**src/rtl/dot_row_accum.sv**
```systemverilog
// Row accumulator for the dot8 pipeline: sums partial products per row and queues
// completed rows in a show-ahead FIFO; never stalls the producer, drops rows when full.
module dot_row_accum #(
    parameter int unsigned IWIDTH     = 32,
    parameter int unsigned OWIDTH     = 32,
    parameter int unsigned FIFO_DEPTH = 4
) (
    input  logic                            clk,
    input  logic                            rst,
    input  logic [IWIDTH-1:0]               idata,
    input  logic                            ivalid,
    input  logic                            ilast,
    output logic [OWIDTH-1:0]               result,
    output logic                            ovalid,
    input  logic                            oready,
    output logic [$clog2(FIFO_DEPTH+1)-1:0] occupancy,
    output logic                            overflow
);

    localparam int unsigned PTR_W = (FIFO_DEPTH > 1) ? $clog2(FIFO_DEPTH) : 1;
    localparam int unsigned OCC_W = $clog2(FIFO_DEPTH + 1);

    logic [OWIDTH-1:0] acc_q, acc_d;
    logic              first_q, first_d;
    logic [PTR_W-1:0]  rd_ptr_q, rd_ptr_d;
    logic [PTR_W-1:0]  wr_ptr_q, wr_ptr_d;
    logic [OCC_W-1:0]  occ_q, occ_d;
    logic              overflow_q, overflow_d;
    logic              ovalid_q, ovalid_d;
    logic [OWIDTH-1:0] result_q, result_d;
    logic [OWIDTH-1:0] mem_q [FIFO_DEPTH];

    logic [OWIDTH-1:0] sum_c;
    logic              push_c;
    logic              pop_c;
    logic              full_c;
    logic              wr_en_c;
    logic              head_from_push_c;

    // Sign-extended partial product added to the running sum (wraps at OWIDTH).
    assign sum_c  = (first_q ? OWIDTH'(0) : acc_q) + OWIDTH'($signed(idata));
    assign push_c = ivalid & ilast;
    assign pop_c  = ovalid_q & oready;
    assign full_c = (occ_q == OCC_W'(FIFO_DEPTH));
    // A pop frees the full slot in the same cycle, so push-at-full still lands.
    assign wr_en_c = push_c & (~full_c | pop_c);

    // New head comes straight from this push when the FIFO is (or becomes) otherwise empty.
    assign head_from_push_c = wr_en_c &
                              ((occ_q == OCC_W'(0)) | ((occ_q == OCC_W'(1)) & pop_c));

    always_comb begin
        acc_d      = acc_q;
        first_d    = first_q;
        rd_ptr_d   = rd_ptr_q;
        wr_ptr_d   = wr_ptr_q;
        occ_d      = occ_q;
        overflow_d = overflow_q;
        ovalid_d   = 1'b0;
        result_d   = '0;

        if (ivalid) begin
            if (ilast) begin
                acc_d   = '0;
                first_d = 1'b1;
            end else begin
                acc_d   = sum_c;
                first_d = 1'b0;
            end
        end

        if (push_c && !wr_en_c) begin
            overflow_d = 1'b1;
        end

        if (wr_en_c) begin
            wr_ptr_d = wr_ptr_q + PTR_W'(1);
        end
        if (pop_c) begin
            rd_ptr_d = rd_ptr_q + PTR_W'(1);
        end

        occ_d = occ_q + OCC_W'(wr_en_c) - OCC_W'(pop_c);

        if (occ_d != OCC_W'(0)) begin
            ovalid_d = 1'b1;
            result_d = head_from_push_c ? sum_c : mem_q[rd_ptr_d];
        end
    end

    always_ff @(posedge clk or negedge rst) begin
        if (!rst) begin
            acc_q      <= '0;
            first_q    <= 1'b1;
            rd_ptr_q   <= '0;
            wr_ptr_q   <= '0;
            occ_q      <= '0;
            overflow_q <= 1'b0;
            ovalid_q   <= 1'b0;
            result_q   <= '0;
        end else begin
            acc_q      <= acc_d;
            first_q    <= first_d;
            rd_ptr_q   <= rd_ptr_d;
            wr_ptr_q   <= wr_ptr_d;
            occ_q      <= occ_d;
            overflow_q <= overflow_d;
            ovalid_q   <= ovalid_d;
            result_q   <= result_d;
        end
    end

    // Storage needs no reset: entries are only read once occupancy covers them.
    always_ff @(posedge clk) begin
        if (wr_en_c) begin
            mem_q[wr_ptr_q] <= sum_c;
        end
    end

    assign result    = result_q;
    assign ovalid    = ovalid_q;
    assign occupancy = occ_q;
    assign overflow  = overflow_q;

endmodule
```
**config.mk**
```make
export PLATFORM = sky130hd
export DESIGN_NAME = dot_row_accum
export DESIGN_NICKNAME = d
export VERILOG_FILES = /design/src/rtl/dot_row_accum.sv
export SDC_FILE = /design/constraint.sdc
export NUM_CORES = 1
export LEC_CHECK = 0
export CAP_MARGIN = 20
export CORE_ASPECT_RATIO = 0.9
export CORE_MARGIN = 2
export CORE_UTILIZATION = 60
export CTS_CLUSTER_SIZE = 28
export DETAILED_ROUTE_END_ITERATION = 8
export HOLD_SLACK_MARGIN = 0.1
export PLACE_DENSITY = 0.82
export SLEW_MARGIN = 25
export SYNTH_ARGS = -nofsm -noshare
export SYNTH_HDL_FRONTEND = slang
export SYNTH_SLANG_ARGS = --single-unit
```
**constraint.sdc**
```tcl
create_clock -name clk -period 6.5 [get_ports clk]
set_input_delay 0.65 -clock clk [delete_from_list [all_inputs] [get_ports clk]]
set_output_delay 0.65 -clock clk [all_outputs]
set_load 0.1 [all_outputs]
```
# Word-level counts from Yosys, hierarchy flattened
# Memory sizes are Yosys's and may differ from the RTL's.
# Index checks and enable logic that the tools add are counted.
dict set report totals {
  input_bits 37
  memories 1
  wordCells 37
  mem_bits_ro 0
  out_inout_bits 37
  register_bits 74
  latchBits 0
  ramBits 128
}
dict set report op_classes {
  bitwise 8
  div 0
  magnitude_cmp 0
  n_mux 9
  n_shift 0
  n_reduce_logical 4
  n_addsub 5
  n_mul 0
  n_eq_ne 2
}
# memory depth width rd rd_ports_with_merged_regs write_ports line
set mem_list {}
lappend mem_list {mem_q 4 32 1 0 1 31} ;# logic [OWIDTH-1:0] mem_q [FIFO_DEPTH];
# operator count
set op_table {}
lappend op_table {{$mux 32} 4}
lappend op_table {{$add 32x32->32} 1}
lappend op_table {{$and 1x1->1} 5}
lappend op_table {{$add 2x1->2 const B} 2}
lappend op_table {{$mux 1} 4}
lappend op_table {{$add 3x1->3} 1}
lappend op_table {{$eq 3x1->1 const B} 1}
lappend op_table {{$eq 3x3->1 const B} 1}
lappend op_table {{$logic_not 3->1} 1}
lappend op_table {{$reduce_bool 3->1} 1}
lappend op_table {{$sub 3x1->3} 1}
lappend op_table {{$mux 2} 1}
lappend op_table {{$or 1x1->1} 2}
lappend op_table {{$logic_and 1x1->1} 1}
lappend op_table {{$logic_not 1->1} 1}
lappend op_table {{$not 1->1} 1}

# Depth between registers and ports, before layout
dict set report depth {
  word_depth 8
  ltp_mapped 15
  mapped_depth_nobuf 14
}

# Worst setup path after synthesis
# OpenSTA, ideal clock, no wires.
dict set report synth_path {
  path_type {register -> register}
  start {register ovalid_q, in the netlist ovalid}
  end {register result_q[10], in the netlist result[10]}
  setup_ns 0.136
  path_stages_with_launch 15
  slack_ns 2.552
  t_required_ns 6.364
  synth_period_minus_slack_ns 3.948
  arrival_time_ns 3.812
  n_path_buf 2
  path_cell_list {dfrtp_1 nand2_1 a31oi_1 inv_1 ha_1 inv_1 ha_1 inv_1 fa_1 xnor2_1 xnor2_1 nor3_1 clkbuf_1 buf_1 a21oi_1}
}
dict set report synth_via {
  elab_chain_len 7
  elab_cells_between_ends 13
  cone_classes {2 x add/sub; 3 x mux; 6 x bitwise; 1 x reduce/logical; 1 x memory}
}
# item line
set synth_rtl {}
lappend synth_rtl {{start, declared} 29} ;# logic ovalid_q, ovalid_d;
lappend synth_rtl {{start signal, assigned} 108} ;# ovalid_q <= ovalid_d;
lappend synth_rtl {{$and 1x1->1 *} 43} ;# assign pop_c = ovalid_q & oready;
lappend synth_rtl {{$or 1x1->1} 46} ;# assign wr_en_c = push_c & (~full_c | pop_c);
lappend synth_rtl {{$and 1x1->1} 46}
lappend synth_rtl {{$add 3x1->3} 83} ;# occ_d = occ_q + OCC_W'(wr_en_c) - OCC_W'(pop_c);
lappend synth_rtl {{$sub 3x1->3 *} 83}
lappend synth_rtl {{via occ_d[2]} 27} ;# logic [OCC_W-1:0] occ_q, occ_d;
lappend synth_rtl {{$reduce_bool 3->1 *} 85} ;# if (occ_d != OCC_W'(0)) begin
lappend synth_rtl {{$mux 32 *} 85}
lappend synth_rtl {{via result_d[10]} 30} ;# logic [OWIDTH-1:0] result_q, result_d;
lappend synth_rtl {{end signal, assigned} 109} ;# result_q <= result_d;
lappend synth_rtl {{end, declared} 30}
# The timed path passes the listed nets; every way through them passes the cells marked *.
# A chain may end at the register's enable or synchronous reset.

# Worst setup path after layout
dict set report layout_path {
  start {input port ivalid}
  end {register result_q[24], in the netlist result[24]}
}
dict set report layout_via {
  elab_chain_len 6
  elab_cells_between_ends 8
  cone_classes {2 x add/sub; 2 x mux; 3 x bitwise; 1 x reduce/logical}
}
# item line
set layout_rtl {}
lappend layout_rtl {{start, declared} 11} ;# input logic ivalid,
lappend layout_rtl {{$and 1x1->1} 42} ;# assign push_c = ivalid & ilast;
lappend layout_rtl {{$and 1x1->1} 46}
lappend layout_rtl {{$add 3x1->3} 83}
lappend layout_rtl {{$sub 3x1->3} 83}
lappend layout_rtl {{via occ_d[2]} 27}
lappend layout_rtl {{$reduce_bool 3->1} 85}
lappend layout_rtl {{$mux 32} 85}
lappend layout_rtl {{via result_d[24]} 30}
# The timed path passes the listed nets, and every way through them passes these cells.

==> results_dict.tcl <==
set metrics [dict create \
    cts_buffers 22 \
    ctsResizeCount 0 \
    gr-total-overflow 0 \
    synth_ff_type "edfxtp_1" \
    powerDensity_nw_per_um2 514 \
    ys_warn_count 0 \
    syn_to_final_growth_pct 17.3 \
    start_util_pct 61.7 \
    crit_fanout 31 \
    routed_wl_mm 22.8 \
    insertion_delay_ns 0.52 \
    hold-worst-slack_ns 0.180 \
    design_area_um2 11200 \
    avgSynthCellArea_um2 13.2 \
    ys_types 60 \
    die_h_um 124 \
    place.gp.congestion 0.975 \
    dr.first_iter.drc_count 698 \
    fin_crit_ns 4.16 \
    drt-vias-per-instance 6.39 \
    die-area_um2 16900 \
    hpwl_mm 14.2 \
    ios 74 \
    synthXorXnorAreaFrac_pct 3.12 \
    finalHoldViolations 0 \
    htree_levels 1 \
    synthMuxAreaShare_pct 7.54 \
    ys_seq_area_share_pct 59.6 \
    vias 6401 \
    synth_compound_gate_area_share_pct 12.5 \
    postPlaceCellArea_um2 10500 \
    die_w_um 137 \
    syn_inst 721 \
    wl_per_cell_um 22.8 \
    timing.reg2reg.setup_slack_ns 2.34 \
    synth-edff-count 128 \
    skew_ns 0.0240 \
    irDropWorstVdd_v 0.000409 \
    firstDrtPassIters 5 \
    postCtsHoldBufs 0 \
    synth_fa_ha_area_share_pct 5.27 \
    cp_data_required_time_ns 6.89 \
    clkTransAtPathRegs_ns 0.07 \
    p_sw_w 0.00245 \
    synth_top_area_share_pct 40.2 \
    root_buffer "clkbuf_16" \
    grt_max_degree 75 \
    fin_util_pct 72.3 \
    cts_tree "done" \
    hold_path_class "in2async" \
    status "complete, no violations" \
    antennaDiodeCount 0 \
    cts_buffer_depth 3 \
    arrival_ns 4.56 \
    antenna_found_initial 0 \
    netlist_area_um2 9550 \
    yosysTopAreaCell "edfxtp_1" \
    timing.max_cap.violations 0 \
    grt_usage_pct 28.0 \
    worst_setup_path_end_kind "register" \
    synth_top_family_by_area "compound AO/OA/AOI/OAI gates" \
    slew_headroom_pct 32.7 \
    postRouteAntennaNets 0 \
    layout-drive-gt1-share_pct 12.1 \
    worst_pin_slew_ns 1.01 \
    numClockSinks 202 \
    p_clk_share_pct 22.4 \
    grt_pass1_vias 6411 \
    cts_setup_buffers 0 \
    grt_pass1_wl_mm 35.5 \
    synth_nets 797 \
    placementRows 43 \
    drc_errors 0 \
    ys_ff_latch 202 \
    critPathKind "in2reg" \
    synth_area_leaders "edfxtp_1 40%, dfrtp_1 19%, mux4_2 7.5%" \
    rsz0062_at_grt "no" \
    cp-start-kind "primary input" \
    async_reset_ff_share_pct 36.6 \
    synth-simple-area-share_pct 9.39 \
    setup_violations 0 \
    p_sw_share_pct 42.4 \
    leakage_nw 4.36 \
    clock.fmax_ghz 0.240 \
    core_region_area_um2 15500 \
    pwr-share-seq_pct 32.1 \
    port-buffer-count 73 \
    fin_crit_sh_pct 64.1 \
    fin_nets 860 \
    setup_tns_ns 0 \
    internal_power_w 0.00332 \
    slew_viol_final 0 \
    combPwrFrac_pct 45.5 \
]
[cell usage in the layout (no fill, tap or decap), types with 4 or more instances in the layout]
| cell type | synthesis | routed |
|---|---|---|
| bufinv_16 | 0 | 4 |
| o21ai_0 | 16 | 16 |
| o21a_1 | 5 | 5 |
| dfrtp_1 | 73 | 73 |
| edfxtp_1 | 128 | 128 |
| clkdlybuf4s50_1 | 0 | 72 |
| and2_2 | 0 | 4 |
| a31o_2 | 6 | 6 |
| nor2b_1 | 37 | 37 |
| a22o_1 | 23 | 23 |
| o2bb2ai_1 | 4 | 4 |
| nor3_1 | 5 | 4 |
| xnor2_1 | 22 | 22 |
| clkinv_1 | 0 | 5 |
| a211oi_1 | 4 | 4 |
| a21o_1 | 16 | 16 |
| nand3_1 | 12 | 12 |
| nand2_1 | 86 | 86 |
| and3_1 | 4 | 4 |
| nor2_1 | 17 | 17 |
| clkbuf_16 | 0 | 22 |
| nand4_1 | 8 | 8 |
| a31oi_1 | 8 | 8 |
| mux4_2 | 32 | 32 |
| a21oi_1 | 52 | 52 |
| buf_4 | 0 | 5 |
| xor2_1 | 12 | 10 |
| ha_1 | 37 | 37 |
| o211ai_1 | 7 | 7 |
| inv_1 | 20 | 19 |
[path summary, 6_finish.rpt]
path,start,end,cells past startpoint
worst max-delay path,ivalid,result[24],16
worst min-delay path,rst,occupancy[2],1
worst max register to register,first_q,acc_q[24],11
worst min register to register,overflow,overflow,1
max in group asynchronous,rst,acc_q[11],1
min in group clk,overflow,overflow,1
[cell type report]
class / instances / area, µm²
clock inverter: 15 / 194
fill: 987 / 4290
multi-input combinational: 460 / 3660
sequential: 202 / 5700
clock buffer: 24 / 558
tap: 202 / 253
inverter: 20 / 75.1
timing repair buffer: 78 / 769
[state kept, by name, indices dropped and copies added (netlist names)]
name	cells
mem_q	128
acc_q	32
result	32
occupancy	3
rd_ptr_q	2
wr_ptr_q	2
first_q	1
ovalid	1
overflow	1
[power groups by stage]
| stage | registers [W] | clock network (W) | logic (W) |
|---|---|---|---|
| after floorplan | 0.00266 | 0 | 0.00111 |
| after CTS | 0.00185 | 0.00130 | 0.00261 |
| after detailed placement | 0.00187 | 0 | 0.00258 |
| after global routing | 0.00188 | 0.00136 | 0.00276 |
| final | 0.00185 | 0.00129 | 0.00262 |
| after global placement | 0.00185 | 0 | 0.00250 |
[logic make-up (layout without fill, tap and decap cells)]
group           Yosys count  in the layout
xor+xnor                 34             34
buf+inv                  59            137
simple gates            186            186
fa+ha+maj                39             39
flops                   202            202
mux                      32             32
compound gates          169            169
[per-layer routing]
metal	track usage, %	wire (µm)
met1	40.7	9530
met2	44.3	10700
met3	4.72	2030
met4	8.31	540
met5	0	0
[worst max-delay path: stages]
cell and delay [ns]:
clkdlybuf4s50_1 0.70, nand2_1 0.25, a31oi_1 0.50, inv_1 0.12, ha_1 0.31, inv_1 0.06, ha_1 0.14, inv_1 0.05
fa_1 0.38, xnor2_1 0.21, xnor2_1 0.14, nor3_2 0.14, buf_4 0.38, inv_1 0.23, nand4_1 0.16, nand3_1 0.12
[metrics by stage]
step	setup slack, ns	power, W	instances
after CTS	2.42	0.00577	1001
after global placement	2.22	0.00435	962
after floorplan	2.55	0.00377	721
after global routing	2.13	0.00599	1001
after detailed placement	1.91	0.00445	962
final	2.34	0.00577	1001
[cells in the mapped netlist (3+ instances only)]
master,count
inv_1,20
ha_1,37
a21oi_1,52
buf_1,4
a22o_1,23
and3_1,4
nor3_1,5
or4_1,3
nand3_1,12
nor2b_1,37
xnor2_1,22
a211oi_1,4
o21a_1,5
a2111oi_0,3
a31o_2,6
xor2_1,12
mux4_2,32
a31oi_1,8
clkbuf_1,26
dfrtp_1,73
edfxtp_1,128
nand2_1,86
nor2_1,17
buf_2,6
and2_1,7
o21ai_0,16
o211ai_1,7
a21o_1,16
o2bb2ai_1,4
nand4_1,8
No activity file was read; power rests on OpenSTA's default activity.
